==> config.mk <==
export PLATFORM = sky130hd
export DESIGN_NAME = hazard_scoreboard
export DESIGN_NICKNAME = d
export VERILOG_FILES = /design/src/rtl/hazard_scoreboard.sv
export SDC_FILE = /design/constraint.sdc
export NUM_CORES = 1
export LEC_CHECK = 0
export ABC_AREA = 1
export ABC_CLOCK_PERIOD_IN_PS = 1550
export CAP_MARGIN = 20
export CORE_MARGIN = 2
export CORE_UTILIZATION = 30
export DETAILED_ROUTE_END_ITERATION = 6
export HOLD_SLACK_MARGIN = 0.05
export MAX_ROUTING_LAYER = met4
export PLACE_DENSITY = 0.52
export SLEW_MARGIN = 20
export SYNTH_ARGS = -nofsm -noshare
export SYNTH_HDL_FRONTEND = slang
export SYNTH_SLANG_ARGS = --single-unit
==> constraint.sdc <==
create_clock -name clk -period 1.55 [get_ports clk]
set_input_delay 0.3875 -clock clk [delete_from_list [all_inputs] [get_ports clk]]
set_output_delay 0.3875 -clock clk [all_outputs]
set_load 0.02 [all_outputs]
==> src/rtl/hazard_scoreboard.sv <==
// hazard_scoreboard: shift-scoreboard of in-flight destinations (EXE..WB)
// producing the ID stall and the EXE operand forwarding selects.
// Optional build macro HAZARD_STATS_EN adds stall_count / fwd_count outputs.
module hazard_scoreboard #(
    parameter int REG_ADDR_W = 4,
    parameter int PIPE_DEPTH = 3,
    parameter int SEL_W      = $clog2(PIPE_DEPTH)
) (
    input  logic                  clk,
    input  logic                  rst,
    input  logic                  forward_en,
    input  logic                  mem_freeze,
    input  logic                  flush,
    input  logic [REG_ADDR_W-1:0] id_src1,
    input  logic [REG_ADDR_W-1:0] id_src2,
    input  logic                  id_use1,
    input  logic                  id_use2,
    input  logic [REG_ADDR_W-1:0] id_dest,
    input  logic                  id_wb_en,
    input  logic                  id_mem_read,
    output logic                  hazard,
    output logic [SEL_W-1:0]      sel_src1,
    output logic [SEL_W-1:0]      sel_src2
`ifdef HAZARD_STATS_EN
    ,
    output logic [31:0]           stall_count,
    output logic [31:0]           fwd_count
`endif
);

    // Scoreboard: index 0 = EXE, index PIPE_DEPTH-1 = WB.
    logic [PIPE_DEPTH-1:0] r_valid;
    logic [PIPE_DEPTH-1:0] r_wb_en;
    logic [REG_ADDR_W-1:0] r_dest [PIPE_DEPTH];
    // Only the EXE entry's load flag is ever consulted (load-use check), so
    // the flag is not carried down the older entries.
    logic                  r_mem_read0;

    logic [REG_ADDR_W-1:0] r_exe_src1;
    logic [REG_ADDR_W-1:0] r_exe_src2;
    logic                  r_exe_use1;
    logic                  r_exe_use2;

    logic                  w_raw_hazard;
    logic                  w_bubble;

    assign w_bubble = hazard | flush;

    // Shift the scoreboard one stage per unfrozen edge; load ID into EXE or a bubble
    always_ff @(posedge clk or posedge rst) begin
        if (rst) begin
            r_valid     <= '0;
            r_wb_en     <= '0;
            r_mem_read0 <= 1'b0;
            for (int unsigned k = 0; k < PIPE_DEPTH; k++) begin
                r_dest[k] <= '0;
            end
            r_exe_src1  <= '0;
            r_exe_src2  <= '0;
            r_exe_use1  <= 1'b0;
            r_exe_use2  <= 1'b0;
        end else if (!mem_freeze) begin
            r_valid     <= {r_valid[PIPE_DEPTH-2:0], ~w_bubble};
            r_wb_en     <= {r_wb_en[PIPE_DEPTH-2:0], id_wb_en};
            r_mem_read0 <= id_mem_read;
            for (int unsigned k = 1; k < PIPE_DEPTH; k++) begin
                r_dest[k] <= r_dest[k-1];
            end
            r_dest[0]   <= id_dest;
            r_exe_src1  <= id_src1;
            r_exe_src2  <= id_src2;
            r_exe_use1  <= id_use1 & ~w_bubble;
            r_exe_use2  <= id_use2 & ~w_bubble;
        end
    end

    // ID stall: any RAW in stall-only mode, load-use only in forwarding mode
    always_comb begin
        w_raw_hazard = 1'b0;
        if (forward_en) begin
            w_raw_hazard = r_valid[0] && r_wb_en[0] && r_mem_read0 &&
                           ((id_use1 && (r_dest[0] == id_src1)) ||
                            (id_use2 && (r_dest[0] == id_src2)));
        end else begin
            // WB entry excluded: the register file writes during that cycle.
            for (int unsigned k = 0; k < PIPE_DEPTH - 1; k++) begin
                if (r_valid[k] && r_wb_en[k] &&
                    ((id_use1 && (r_dest[k] == id_src1)) ||
                     (id_use2 && (r_dest[k] == id_src2)))) begin
                    w_raw_hazard = 1'b1;
                end
            end
        end
        hazard = w_raw_hazard & ~flush;
    end

    // Forwarding selects: youngest matching producer among entries 1..PIPE_DEPTH-1
    always_comb begin
        sel_src1 = '0;
        sel_src2 = '0;
        if (forward_en) begin
            // Walk oldest to youngest so the youngest match is written last.
            for (int unsigned k = PIPE_DEPTH - 1; k >= 1; k--) begin
                if (r_exe_use1 && r_valid[k] && r_wb_en[k] && (r_dest[k] == r_exe_src1)) begin
                    sel_src1 = SEL_W'(k);
                end
                if (r_exe_use2 && r_valid[k] && r_wb_en[k] && (r_dest[k] == r_exe_src2)) begin
                    sel_src2 = SEL_W'(k);
                end
            end
        end
    end

`ifdef HAZARD_STATS_EN
    logic [31:0] r_stall_count;
    logic [31:0] r_fwd_count;

    // Count stalled and forwarding cycles on advancing edges only
    always_ff @(posedge clk or posedge rst) begin
        if (rst) begin
            r_stall_count <= '0;
            r_fwd_count   <= '0;
        end else if (!mem_freeze) begin
            if (hazard && !flush) begin
                r_stall_count <= r_stall_count + 32'd1;
            end
            if ((sel_src1 != '0) || (sel_src2 != '0)) begin
                r_fwd_count <= r_fwd_count + 32'd1;
            end
        end
    end

    assign stall_count = r_stall_count;
    assign fwd_count   = r_fwd_count;
`endif

endmodule

==> impl_metrics.ini, run 1 <==
[setup_path]
cp_cell_sequence = inv_2, buf_4, buf_6, buf_6, a21oi_4, nand2_2, nor3_2, buf_4
critical_path.startpoint_type = flip-flop
r2r_setup_slack_ns = 0.02
crit_path_max_fanout = 5
timing.critical_path.to_type = output pin
critical_path.max_stage_delay_ns = 0.40
required_time_reported_for_the_critical_path_endpoint_ns = 1.16
cp_data_arrival_time_ns = 1.60
critical_path_class = flip-flop to output pin
cp_slowest_cell = sky130_fd_sc_hd__dfrtp_1

[run_status]
violations_in_the_final_reports = negative setup slack
run_status = complete, but fails checks

[routing]
route.detailed.wl_per_inst_um = 11.5
detail_route.wirelength_um = 4060
first_iter_violations = 77
antenna_left = 0
drc = 0
vias_per_cell = 4.37
dr.pass1.iters = 4
routed-via-count = 1548

[timing]
post_layout_min_period_ns = 1.98
fmax_ghz = 0.504
timing.final.crit_share_pct = 128
clock-skew-final_ns = 0.00953
hold_viol_final = 0
slew_viol_final = 0
worst_slack_ns = -0.433
tightestPinTransition_ns = 0.233
totalNegativeSetupSlack_ns = -1.97
fin_worst_hold_slack_ns = 0.431
unrepaired_setup_endpoints_after_global_routing = yes
setup_viol_count_final = 5
maxSlewHeadroom_pct = 84.5

[finish]
nets = 304
final_layout_size_suffix_gt1_share_pct = 31.3
final_core_util_pct = 46.9
filler_cell_count = 552
antennaDiodeCount = 0
flow.area_growth_from_synthesis_pct = 49.9

[grt]
antenna_found_initial = 0
grt.total_usage_pct = 14.8
first_global_vias = 1425
globalRoute.totalOverflow = 0
grt_pass1_wl_um = 6730
maximum_number_of_pins_on_one_net_before_global_route_repair = 41

[die]
start_util_pct = 31.3
ios = 26
die_height_um = 77.2
die_w_um = 77.2
fp.dieArea_mm2 = 0.00596
placeableCoreArea_mm2 = 0.00514
fp-row-count = 26

[placement]
numPortBuffers = 25
dp_hpwl_um = 2940
dpl_worst_slack_ns = -1.04
routabilityCongestion = 0.879

[synth]
post-synth-top-area-fraction_pct = 45.1
synth.yosys.seq_area_share_pct = 45.1
synthTopCellsByCount = sky130_fd_sc_hd__nand2_1 (60), sky130_fd_sc_hd__dfrtp_1 (29), sky130_fd_sc_hd__nor2_1 (27)
post_synth_inst_count = 217
synth_edf_count = 0
ys_seq_elements = 29
syn-mean-instance-area_um2 = 7.41
post_synth_num_cell_types = 23
cell_area_after_synthesis_mm2 = 0.00161
synth_fp_nets = 238
synth_top_cells_by_area = sky130_fd_sc_hd__dfrtp_1 (45%), sky130_fd_sc_hd__nand2_1 (14%), sky130_fd_sc_hd__o21ai_0 (8.1%)
synth_top_cell_by_area = sky130_fd_sc_hd__dfrtp_1
synthArstFlopShare_pct = 100
ys_warn_count = 0
ys_dominant_reg_cell = sky130_fd_sc_hd__dfrtp_1
most_instantiated_library_cell_after_synthesis = sky130_fd_sc_hd__nand2_1

[cts]
clock_path_buffers = 2
worstSkewPairLatency_ns = 0.28
cts_tree = yes
path_clk_slew_ns = 0.07
numCtsBuffers = 5
clock_sink_count = 29
clock_tree.htree_level_count = 2
clock_tree.root_cell = sky130_fd_sc_hd__clkbuf_8

[power]
max-vdd-ir-drop_mv = 0.438
power_density_mw_per_mm2 = 851
cellLeakagePower_nw = 1.16

[min_path]
timing.hold.worst.class = input port to asynchronous set/reset pin

[flow_run]
maxCapViolCount = 0
## layout make-up
cell class | instances | area (µm²) | share of cell area [%]
well taps | 70 | 87.6 | 3.63
repair buffers | 66 | 588 | 24.4
multi-input cells | 156 | 823 | 34.2
clock buffers | 5 | 68.8 | 2.86
flip-flops and latches | 29 | 728 | 30.2
clock inverters | 3 | 17.5 | 0.727
inverters | 25 | 96.3 | 4.00
## worst max-delay path, delay by kind of cell, from the launching register on
family | cells | cell delay [ns]
buffers and inverters | 5 | 0.60
AOI/OAI and AO/OA | 1 | 0.11
DFF | 1 | 0.40
and+or+nand+nor | 2 | 0.21
## cell families (layout without fill, tap and decap cells)
family	Yosys count	count (layout)	synth area share, %
muxes	3	3	2.10
AOI/OAI and AO/OA	37	37	12.2
and+or+nand+nor	105	105	26.8
xor gates and xnor gates	11	11	5.99
buffers and inverters	32	99	7.78
DFF	29	29	45.1
## routing by layer
layer / up-vias / GRT usage (%) / wire (µm)
met2: 29 / 22.3 / 1840
met4: 0 / 5.36 / 75
li1: 822 / - / -
met1: 690 / 19.6 / 2000
met5: - / - / 0
met3: 7 / 3.18 / 143
## final timing paths
kind	start	end	cells past startpoint
min in group clk	r_valid[0]	r_valid[0]	2
worst max register to register	r_dest[5]	r_valid[0]	13
worst max-delay path	r_dest[5]	sel_src1[0]	8
worst min register to register	r_valid[0]	r_valid[0]	2
worst min-delay path	rst	r_wb_en[0]	3
max in group asynchronous	rst	r_dest[6]	3
## cell usage in the layout, fill, tap and decap left out
cell                              netlist  routed
sky130_fd_sc_hd__buf_12                 0       2
sky130_fd_sc_hd__inv_2                  3       8
sky130_fd_sc_hd__dlygate4sd2_1          0      10
sky130_fd_sc_hd__buf_4                  0      36
sky130_fd_sc_hd__nand2_2                4      11
sky130_fd_sc_hd__clkdlybuf4s50_1        0      10
sky130_fd_sc_hd__buf_6                  0       8
sky130_fd_sc_hd__nand3b_1               1       1
sky130_fd_sc_hd__a211oi_2               0       1
sky130_fd_sc_hd__nand3_1                5       5
sky130_fd_sc_hd__clkinvlp_4             0       1
sky130_fd_sc_hd__mux2_2                 3       3
sky130_fd_sc_hd__nand2_1               60      53
sky130_fd_sc_hd__inv_4                  0       1
sky130_fd_sc_hd__clkbuf_8               0       5
sky130_fd_sc_hd__nor4_2                 0       1
sky130_fd_sc_hd__o2111ai_1              1       1
sky130_fd_sc_hd__a21oi_4                0       1
sky130_fd_sc_hd__nor2_2                 1       3
sky130_fd_sc_hd__a21oi_1                7       6
sky130_fd_sc_hd__a221oi_2               0       1
sky130_fd_sc_hd__inv_1                 22      16
sky130_fd_sc_hd__o21ai_0               26      24
sky130_fd_sc_hd__xnor2_1               10      10
sky130_fd_sc_hd__o22ai_1                1       1
sky130_fd_sc_hd__dfrtp_1               29      27
sky130_fd_sc_hd__dfrtp_2                0       2
sky130_fd_sc_hd__nand4_1                3       3
sky130_fd_sc_hd__clkinv_2               0       2
sky130_fd_sc_hd__o21ai_1                0       2
sky130_fd_sc_hd__nor2_1                27      25
sky130_fd_sc_hd__xor2_1                 1       1
sky130_fd_sc_hd__nor3_2                 0       3
## power by group
part	switching (W)	total (W)	internal, W
clock	0.000308	0.000617	0.000309
combinational	0.000243	0.000518	0.000275
sequential	0.0000795	0.000917	0.000837
## through the flow
stage | cells | cell area, µm² | total power [W]
global placement | 335 | 2170 | 0.00137
global route | 354 | 2410 | 0.00218
finish | 354 | 2410 | 0.00205
CTS | 350 | 2320 | 0.00203
floorplan | 217 | 1620 | 0.00116
detailed placement | 335 | 2170 | 0.00138
## timing repair
item                                    CTS  global route
gates resized for setup                  50            19
setup buffers                             7             4
hold buffers                              0             0
endpoints found under the setup margin    6             6
pin swaps                                13            15
## sequential cells by signal, indices dropped and copies added (netlist names)
| register | cells |
|---|---|
| r_dest | 12 |
| r_exe_use1 | 1 |
| r_wb_en | 3 |
| r_mem_read0 | 1 |
| r_exe_use2 | 1 |
| r_exe_src2 | 4 |
| r_exe_src1 | 4 |
| r_valid | 3 |
(Power assumes the default switching activity.)
==> inputs of run 2 (changes only) <==
- RECOVER_POWER: unset -> 100
- SLEW_MARGIN: 20 -> 5
==> run 2 against run 1 <==
Against the previous run:
- the run still ends with negative setup slack left
- non-clock buffer count unchanged
- register-to-register slack barely moved
- first-iteration DRC count is 1.3% higher
- clock skew is essentially flat
- combinational power decreased by 2%
- total power decreased by 0.57%
- sequential share of layout area grew 0.40 points
- sequential power is essentially flat
- largest cell class unchanged
- largest power group unchanged
==> impl_metrics.ini, run 2 (same netlist as run 1, synthesis figures left out) <==
[run_status]
run_status = complete, but fails checks
violations_in_the_final_reports = negative setup slack

[power]
max-vdd-ir-drop_mv = 0.438
power_density_mw_per_mm2 = 857
cellLeakagePower_nw = 1.15

[timing]
hold_viol_final = 0
fmax_ghz = 0.504
worst_slack_ns = -0.433
slew_viol_final = 0
maxSlewHeadroom_pct = 50.8
timing.final.crit_share_pct = 128
tightestPinTransition_ns = 0.738
unrepaired_setup_endpoints_after_global_routing = yes
post_layout_min_period_ns = 1.98
setup_viol_count_final = 9
clock-skew-final_ns = 0.00945

[cts]
path_clk_slew_ns = 0.07
clock_path_buffers = 2
numCtsBuffers = 5
cts_tree = yes
clock_tree.root_cell = sky130_fd_sc_hd__clkbuf_8
clock_tree.htree_level_count = 2
worstSkewPairLatency_ns = 0.28
clock_sink_count = 29

[finish]
layout_common_cells = sky130_fd_sc_hd__nand2_1 (53), sky130_fd_sc_hd__buf_4 (34), sky130_fd_sc_hd__dfrtp_1 (27)
nets = 304
multiInputGateArea_um2 = 823
post_route_cell_area_mm2 = 0.00238
filler_cell_count = 557
biggestRegsByFlops = r_dest x12, r_exe_src1 x4, r_exe_src2 x4
flow.area_growth_from_synthesis_pct = 47.9
final_core_util_pct = 46.3
max_ffs_per_register = 12
final_layout_size_suffix_gt1_share_pct = 30.6
finished_layout_cells = 354
final_common_cell = sky130_fd_sc_hd__nand2_1
regMostFlops = r_dest
regArea_um2 = 728
antennaDiodeCount = 0

[die]
fp.dieArea_mm2 = 0.00596
ios = 26
fp-row-count = 26
start_util_pct = 31.3
die_w_um = 77.2
die_height_um = 77.2
placeableCoreArea_mm2 = 0.00514

[setup_path]
worstRegToRegCells = 13
cp_data_arrival_time_ns = 1.60
timing.critical_path.to_type = output pin
critPathBufInv = 5
crit_path_max_fanout = 5
cp_slowest_cell = sky130_fd_sc_hd__dfrtp_1
required_time_reported_for_the_critical_path_endpoint_ns = 1.16
worstSetupPathDepth = 8
cp_cell_sequence = inv_2, buf_4, buf_6, buf_6, a21oi_4, nand2_2, nor3_2, buf_4
critical_path.startpoint_type = flip-flop
critical_path.max_stage_delay_ns = 0.40
timing.critical_path.max_delay_family = buffers and inverters
critical_path.reg2reg.startpoint = r_dest[5]
critical_path_class = flip-flop to output pin
r2r_setup_slack_ns = 0.02
setup.worst_path.start = r_dest[5]

[placement]
placed_cells = 335
detailed_place.area_mm2 = 0.00217
routabilityCongestion = 0.879
numPortBuffers = 25
dp_hpwl_um = 2940

[routing]
first_iter_violations = 78
drc = 0
vias_per_cell = 4.37
routed-via-count = 1548
detail_route.wirelength_um = 4070
route.detailed.wl_per_inst_um = 11.5
antenna_left = 0
dr.pass1.iters = 4

[flow_run]
maxCapViolCount = 0

[grt]
globalRoute.totalOverflow = 0
antenna_found_initial = 0
global_route.peak_usage_layer = met2
grt.total_usage_pct = 14.8
maximum_number_of_pins_on_one_net_before_global_route_repair = 41
first_global_vias = 1425
grtUsageMet3_pct = 3.18
globalRouteMet2Util_pct = 22.3
grt_pass1_wl_um = 6730
globalRouteMet1Util_pct = 19.6

[min_path]
whs_path_depth = 2
min-delay-start = r_valid[0]
timing.hold.worst.class = flip-flop to flip-flop
run 2: timing repair:
action                                 CTS  global route
hold buffers                             0             0
pin swaps                               13            15
setup buffers                            7             4
resized for setup                       50            19
endpoints found under the hold margin    0             0
cloned                                   0             0
setup endpoints to repair                6             6
run 2: routing by layer:
| metal | share of wire, % | routed length, µm | up-vias |
|---|---|---|---|
| met5 | 0 | 0 | - |
| met4 | 1.8 | 75 | 0 |
| met3 | 3.5 | 143 | 7 |
| met2 | 45 | 1850 | 29 |
| met1 | 49 | 2000 | 691 |
| li1 | - | - | 821 |
run 2: cell type report:
| cell class | count | share of cell area [%] |
|---|---|---|
| tap | 70 | 3.68 |
| clock inverter | 3 | 0.736 |
| sequential | 29 | 30.6 |
| clock buffer | 5 | 2.89 |
| timing repair buffer | 66 | 23.4 |
| inverter | 25 | 4.05 |
| multi-input combinational | 156 | 34.6 |
run 2: where the power goes:
group	switching, W	internal, W
logic	0.000242	0.000264
registers	0.0000795	0.000837
clock network	0.000308	0.000309
run 2: worst reg2reg max path, delay by kind of cell, from the launching register on:
family                 cells  cell delay, ns
DFF                        1            0.40
buffers and inverters      5            0.49
and+or+nand+nor            7            0.50
AOI/OAI and AO/OA          1            0.04
run 2: final timing paths:
path,to
max,sel_src1[0]
min,r_valid[0]
max reg2reg,r_valid[0]
min reg2reg,r_valid[0]
max in group asynchronous,r_dest[6]
min in group asynchronous,r_dest[8]
run 2: metrics by stage:
step / setup WS (ns) / total power, W / hold slack (ns) / setup TNS [ns]
2_1_floorplan: 0.00532 / 0.00116 / 0.462 / 0
3_3_place_gp: -1.04 / 0.00137 / 0.479 / -4.85
3_5_place_dp: -1.04 / 0.00138 / 0.478 / -4.88
4_1_cts: -0.449 / 0.00203 / 0.437 / -1.95
5_1_grt: -0.556 / 0.00217 / 0.530 / -4.44
6_report: -0.433 / 0.00204 / 0.492 / -2.06
